==> config.mk <==
export PLATFORM = sky130hd
export DESIGN_NAME = hdmi_clock_reset_ctrl
export DESIGN_NICKNAME = d
export VERILOG_FILES = /design/src/rtl/hdmi_clock_reset_ctrl.sv
export SDC_FILE = /design/constraint.sdc
export NUM_CORES = 1
export LEC_CHECK = 0
export CORE_MARGIN = 8
export CORE_UTILIZATION = 45
export CTS_CLUSTER_DIAMETER = 200
export DETAILED_ROUTE_END_ITERATION = 6
export PLACE_DENSITY = 0.65
export SLEW_MARGIN = 10
export SYNTH_ARGS = -nofsm -noshare
export SYNTH_HDL_FRONTEND = slang
export SYNTH_SLANG_ARGS = --single-unit
==> constraint.sdc <==
create_clock -name clk -period 2.03 [get_ports clk]
set_input_delay 0.5075 -clock clk [delete_from_list [all_inputs] [get_ports clk]]
set_output_delay 0.5075 -clock clk [all_outputs]
set_load 0.005 [all_outputs]
==> src/rtl/hdmi_clock_reset_ctrl.sv <==
// HDMI clock/reset sequencer: qualifies PLL lock, releases the /5 divider, pulses CALIB, then releases the pixel reset.
// Optional PLL retry on lock timeout is enabled by defining HDMI_CLK_RETRY_EN.
module hdmi_clock_reset_ctrl #(
  parameter int LOCK_STABLE_CYCLES = 1024,
  parameter int DIV_SETTLE_CYCLES  = 16,
  parameter int CALIB_CYCLES       = 4,
  parameter int RUN_DELAY_CYCLES   = 64,
  parameter int LOCK_TIMEOUT       = 1 << 20,
  parameter int PLL_RESET_CYCLES   = 32,
  parameter int CNT_W              = 8
) (
  input  logic             clk,
  input  logic             resetn,
  input  logic             hdmi_clk_lock,
  output logic             clkdiv_resetn,
  output logic             clkdiv_calib,
  output logic             pll_reset,
  output logic             hdmi_rst_n,
  output logic             clocks_ready,
  output logic [CNT_W-1:0] lock_loss_count
);

  // One shared timer, sized for the longest interval any state may need.
  localparam int TMAX_A  = (LOCK_STABLE_CYCLES > DIV_SETTLE_CYCLES) ? LOCK_STABLE_CYCLES : DIV_SETTLE_CYCLES;
  localparam int TMAX_B  = (CALIB_CYCLES > RUN_DELAY_CYCLES) ? CALIB_CYCLES : RUN_DELAY_CYCLES;
  localparam int TMAX_C  = (LOCK_TIMEOUT > PLL_RESET_CYCLES) ? LOCK_TIMEOUT : PLL_RESET_CYCLES;
  localparam int TMAX_AB = (TMAX_A > TMAX_B) ? TMAX_A : TMAX_B;
  localparam int TMAX    = (TMAX_AB > TMAX_C) ? TMAX_AB : TMAX_C;
  localparam int TIMER_W = $clog2(TMAX) + 1;

  localparam logic [TIMER_W-1:0] STABLE_LAST = TIMER_W'(LOCK_STABLE_CYCLES - 1);
  localparam logic [TIMER_W-1:0] SETTLE_LAST = TIMER_W'(DIV_SETTLE_CYCLES - 1);
  localparam logic [TIMER_W-1:0] CALIB_LAST  = TIMER_W'(CALIB_CYCLES - 1);
  localparam logic [TIMER_W-1:0] RUN_LAST    = TIMER_W'(RUN_DELAY_CYCLES - 1);
`ifdef HDMI_CLK_RETRY_EN
  localparam logic [TIMER_W-1:0] TIMEOUT_LAST = TIMER_W'(LOCK_TIMEOUT - 1);
  localparam logic [TIMER_W-1:0] PLL_LAST     = TIMER_W'(PLL_RESET_CYCLES - 1);
`endif

  typedef enum logic [2:0] {
    WAIT_LOCK   = 3'd0,
    LOCK_STABLE = 3'd1,
    DIV_REL     = 3'd2,
    CALIB       = 3'd3,
    SETTLE      = 3'd4,
    RUN         = 3'd5
`ifdef HDMI_CLK_RETRY_EN
    ,
    PLL_RST     = 3'd6
`endif
  } state_t;

  state_t             state;
  state_t             next_state;
  logic [TIMER_W-1:0] timer;
  logic               sync1;
  logic               lock_s;

  always_comb begin
    next_state = state;
    case (state)
      WAIT_LOCK: begin
        if (lock_s) next_state = LOCK_STABLE;
`ifdef HDMI_CLK_RETRY_EN
        else if (timer == TIMEOUT_LAST) next_state = PLL_RST;
`endif
      end
      LOCK_STABLE: begin
        if (!lock_s) next_state = WAIT_LOCK;
        else if (timer == STABLE_LAST) next_state = DIV_REL;
      end
      DIV_REL: begin
        if (!lock_s) next_state = WAIT_LOCK;
        else if (timer == SETTLE_LAST) next_state = CALIB;
      end
      CALIB: begin
        if (!lock_s) next_state = WAIT_LOCK;
        else if (timer == CALIB_LAST) next_state = SETTLE;
      end
      SETTLE: begin
        if (!lock_s) next_state = WAIT_LOCK;
        else if (timer == RUN_LAST) next_state = RUN;
      end
      RUN: begin
        if (!lock_s) next_state = WAIT_LOCK;
      end
`ifdef HDMI_CLK_RETRY_EN
      // Lock is deliberately ignored while the PLL is being reset.
      PLL_RST: begin
        if (timer == PLL_LAST) next_state = WAIT_LOCK;
      end
`endif
      default: next_state = WAIT_LOCK;
    endcase
  end

  // Outputs decode next_state so they switch on the same edge as the state.
  always_ff @(posedge clk) begin
    if (!resetn) begin
      sync1           <= 1'b0;
      lock_s          <= 1'b0;
      state           <= WAIT_LOCK;
      timer           <= '0;
      clkdiv_resetn   <= 1'b0;
      clkdiv_calib    <= 1'b0;
      hdmi_rst_n      <= 1'b0;
      clocks_ready    <= 1'b0;
      lock_loss_count <= '0;
`ifdef HDMI_CLK_RETRY_EN
      pll_reset       <= 1'b0;
`endif
    end else begin
      sync1         <= hdmi_clk_lock;
      lock_s        <= sync1;
      state         <= next_state;
      timer         <= (next_state != state) ? '0 : timer + 1'b1;
      clkdiv_resetn <= (next_state == DIV_REL) || (next_state == CALIB) ||
                       (next_state == SETTLE) || (next_state == RUN);
      clkdiv_calib  <= (next_state == CALIB);
      hdmi_rst_n    <= (next_state == RUN);
      clocks_ready  <= (next_state == RUN);
`ifdef HDMI_CLK_RETRY_EN
      pll_reset     <= (next_state == PLL_RST);
`endif
      if ((state == RUN) && (next_state == WAIT_LOCK) && (lock_loss_count != '1))
        lock_loss_count <= lock_loss_count + 1'b1;
    end
  end

`ifndef HDMI_CLK_RETRY_EN
  assign pll_reset = 1'b0;
`endif

endmodule
* Word level (Yosys, flattened, before mapping)
Index checks and enable logic that the tools add are counted.
** Cells by class
- Bitwise operators :: 1
- Reductions and logical operators :: 8
- Add/sub/neg operators :: 2
- Equal/unequal tests :: 15
- Muxes and demuxes :: 11
** Operators with widths (number)
- $mux 3 :: 10
- $add 21x1->21 const B :: 1
- $eq 21x10->1 const B :: 1
- $eq 21x2->1 const B :: 1
- $eq 21x4->1 const B :: 1
- $eq 21x6->1 const B :: 1
- $pmux 3 s6 :: 1
- $eq 3x2->1 const B :: 4
- $eq 3x3->1 const B :: 4
- $add 8x1->8 const B :: 1
- $ne 8x8->1 const B :: 1
- $logic_not 3->1 :: 2
- $eq 3x1->1 const B :: 1
- $logic_or 1x1->1 :: 3
- $ne 3x3->1 :: 1
- $logic_and 1x1->1 :: 2
- $reduce_or 2->1 :: 1
- $not 1->1 :: 1
** Word-level totals
- Input bits :: 3
- Bits in registers :: 37

* Logic depth before layout (Yosys ltp)
Gate-level depths: netlist of the first run.
- Depth in word-level cells :: 8
- Mapped depth :: 8
- Depth with buffers taken out :: 7

* Worst setup path before layout of the first run
OpenSTA, ideal clock, no wires.
- Path type :: flip-flop to flip-flop
- Start point :: register timer[0]
- End point :: register timer[19]
- Clock period less this slack :: 2143 ps
- Path slack :: -113 ps
- Cell stages (with the launch flop) :: 9
- Data required time :: 1892 ps
- Setup time :: 138 ps
- Arrival :: 2005 ps
- Cells stage by stage :: dfxtp_1 -> ha_1 -> nand4_1 -> or2_1 -> o31a_1 -> nor4_4 -> xnor2_1 -> buf_6 -> nor3_2
** On the way
- Cells in the longest elaborated chain, start to end :: 6
** RTL lines
- from (decl) :: line 55 : logic [TIMER_W-1:0] timer;
- from (signal assigned) :: line 116 : timer <= (next_state != state) ? '0 : timer + 1'b1;
- $eq 21x6->1, or another cell as far along :: line 82 : else if (timer == RUN_LAST) next_state = RUN;
- $mux 3, on equally long branches (2 in series)
- $pmux 3 s6 :: line 61 : case (state)
- $ne 3x3->1 :: line 116
- $reduce_or 2->1 (no source line)
Parallel ways exist; a longest one is shown, timed or not.
A chain may end at the register's enable or synchronous reset.

* Worst setup path in the final report of the first run
- Start point :: register timer[3]
- End point :: register timer[5]
The elaborated chain is that of the path after synthesis.

==> results.py, run 1 <==
metrics = {
    "status": {
        "status": "finished with violations",
        "failed_checks": "negative setup slack",
    },
    "final_layout": {
        "fillCellCount": 324,
        "postLayoutCellArea_sq_um": 2420,
        "final_nets": 252,
        "layout-drive-gt1-share_pct": 29.8,
        "area_growth_syn_to_layout_pct": 30.6,
        "final_cell_mix": "33 x dfxtp_1, 30 x buf_4, 21 x nor2_1, 21 x nor3_2, 15 x xnor2_1",
        "utilization_pct": 61.0,
        "final_common_cell": "dfxtp_1",
        "instances_no_fill": 298,
        "antenna_cells": 0,
    },
    "synthesis": {
        "ys_types": 41,
        "synth_top_cell_area_share_pct": 39.9,
        "synth-seq-area-share_pct": 39.9,
        "synth_nets": 206,
        "ys_top_cells_by_area": "dfxtp_1 40%, nor3_2 11%, xnor2_1 7.6%",
        "synth_edf_count": 0,
        "synth_largest_area_cell": "dfxtp_1",
        "synth_area_sq_um": 1850,
        "ys_warn_count": 0,
        "syn_avg_cell_area_sq_um": 9.23,
        "ys.flop_type": "dfxtp_1",
        "postSynth.asyncResetShare_pct": 0,
        "ys_ff_latch": 37,
        "synthCells": 201,
    },
    "detailed_routing": {
        "wl_per_cell_microns": 14.0,
        "vias": 1556,
        "drt_first_pass_iters": 4,
        "avgViaCountPerCell": 5.22,
        "first_iter_violations": 67,
        "drc": 0,
        "drtAntennaViolNets": 0,
        "wl_microns": 4180,
    },
    "floorplanning": {
        "start_util_pct": 46.7,
        "dieArea_sq_um": 6430,
        "num_rows": 23,
        "die_x_microns": 80.2,
        "ios": 16,
        "die_h_microns": 80.2,
        "core_sq_um": 3970,
    },
    "timing": {
        "skew_ps": 6.20,
        "fmaxAchievable_ghz": 0.484,
        "setup_viol": 21,
        "holdWs_ps": 438,
        "hold_viol_final": 0,
        "period_needed_ps": 2070,
        "grt_setup_unrepaired": "yes",
        "finalMaxSlewViolations": 0,
        "finalCritPeriodShare_pct": 102,
        "fin_ws_ps": -37.3,
    },
    "flow_run": {
        "maxCapViolations": 0,
    },
    "clock_network": {
        "cts_num_sinks": 37,
        "cts_tree": "built",
        "clk_pin_slew_ps": 70,
        "clk_latency_ps": 290,
        "cts_hold_buf": 0,
        "clock_path_buffers": 2,
        "cts_root_buf": "clkbuf_8",
        "h-tree-depth": 2,
        "cts_buffers": 5,
    },
    "global_route": {
        "antenna_found_initial": 0,
        "gr-total-overflow": 0,
        "grt_pass1_vias": 1579,
        "grt_first_pass_wirelength_microns": 7090,
        "grt_start_max_net_pins": 22,
        "track_usage_pct": 13.7,
    },
    "critical_path": {
        "critPathLaunch": "timer[3]",
        "critPathLaunchType": "register",
        "slowest_delay_ps": 530,
        "critPathKind": "register to register",
        "critPathSlowestCell": "or4_1",
        "reg2reg_from": "timer[3]",
        "cp-end-kind": "register",
        "cp_max_fo": 21,
        "required_ps": 2210,
        "cp_cell_sequence": "or4_1 > and3b_2 > a21oi_2 > nor4_4 > xnor2_2 > buf_12 > nor3_2",
        "cp_data_arrival_time_ps": 2240,
    },
    "place": {
        "gp_congestion": 0.905,
        "port_buffers": 14,
        "place_area_sq_um": 2290,
        "dp_cells": 289,
        "dp_hpwl_microns": 3110,
    },
    "worst_hold_path": {
        "hp-class": "register to register",
        "hp-start": "sync1",
    },
    "power_and_ir_drop": {
        "p_sw_share_pct": 22.4,
        "p_per_area_nw_per_um2": 540,
        "ir_worst_vdd_v": 0.000354,
        "switchingPower_mw": 0.293,
        "pwr-share-comb_pct": 6.5,
        "internal-power_mw": 1.02,
        "total_power_mw": 1.31,
        "p_leak_nw": 0.905,
        "seqPwrFrac_pct": 56.6,
        "pwr-share-clk_pct": 37.0,
    },
}
-- cells in the mapped netlist (all sizes together), types with 2 or more instances --
master   n
a21oi    2
nor3b    2
and3     5
nand4    7
nor2b    2
nor2    21
o21ai    2
xnor2   16
nor4     5
nand3   13
and2     3
and4     3
buf      6
ha       2
inv      7
xor2    11
nor3    29
dfxtp   37
nand2   13
-- repair_timing --
action,in CTS,in global routing
pin swaps,4,3
resized for setup,2,7
setup endpoints to repair,21,24
hold endpoints to repair,0,0
buffers inserted,0,1
-- flip-flops by register name (all words and copies together) (netlist names) --
register	flops
clkdiv_resetn	1
clocks_ready	1
clkdiv_calib	1
state	3
sync1	1
lock_s	1
timer	21
lock_loss_count	8
-- path summary, 6_finish.rpt --
check | slack [ps] | endpoint | cells past startpoint
setup / recovery | -40 | timer[5] | 7
hold / removal | 440 | lock_s | 1
setup reg to reg | -40 | timer[5] | 7
hold reg to reg | 440 | lock_s | 1
-- layer usage --
metal	up-vias	track usage [%]	wire, microns
met5	-	0	0
met2	30	23.4	2150
met1	732	16.1	1820
met4	0	4.36	31
li1	790	-	-
met3	4	3.79	174
-- cell families after synthesis --
group	count (synthesis)	synth area share [%]
xor gates and xnor gates	27	12.8
adders and majority gates	2	1.35
and+or+nand+nor	109	37.3
muxes	1	0.540
other	1	0.202
DFF	37	39.9
AOI/OAI and AO/OA	9	3.64
buffers and inverters	15	4.25
-- metrics by stage --
stage,setup TNS (ps),setup slack (ps)
global route,-3180,-174
floorplan,0,0.232
global placement,-1170,-65.0
finish,-574,-37.3
detailed placement,-1840,-114
CTS,-678,-54.9
-- critical path, delay by kind of cell, from the launching register on --
kind | cells | cell delay (ps)
AO/OA/AOI/OAI | 1 | 70
XOR/XNOR | 1 | 170
buffers and inverters | 1 | 210
flip-flops | 1 | 310
AND/OR/NAND/NOR | 4 | 1190
-- layout make-up --
cell class	instances	area, sq um	share of cell area [%]
tap	50	62.6	2.58
timing repair buffer	46	405	16.7
clock buffer	8	80.1	3.31
multi-input combinational	149	1100	45.4
sequential	37	746	30.8
inverter	8	30.0	1.24
-- power by group through the flow --
stage	registers [mW]	logic [mW]	clock network [mW]
2_1_floorplan	0.757	0.0524	0
3_3_place_gp	0.756	0.0814	0
3_5_place_dp	0.757	0.0832	0
4_1_cts	0.740	0.0830	0.497
5_1_grt	0.740	0.0942	0.530
6_report	0.740	0.0848	0.484
Power figures use the tool's default switching activity.
==> inputs of run 2 (changes only) <==
--- a/config.mk
+++ b/config.mk
@@ -8,6 +8,7 @@
 export CORE_MARGIN = 8
 export CORE_UTILIZATION = 45
 export CTS_CLUSTER_DIAMETER = 200
+export CTS_CLUSTER_SIZE = 16
 export DETAILED_ROUTE_END_ITERATION = 6
 export PLACE_DENSITY = 0.65
 export SLEW_MARGIN = 10
==> results of run 2 <==
The final DEF is identical to that of run 1; final timing and power are the same.
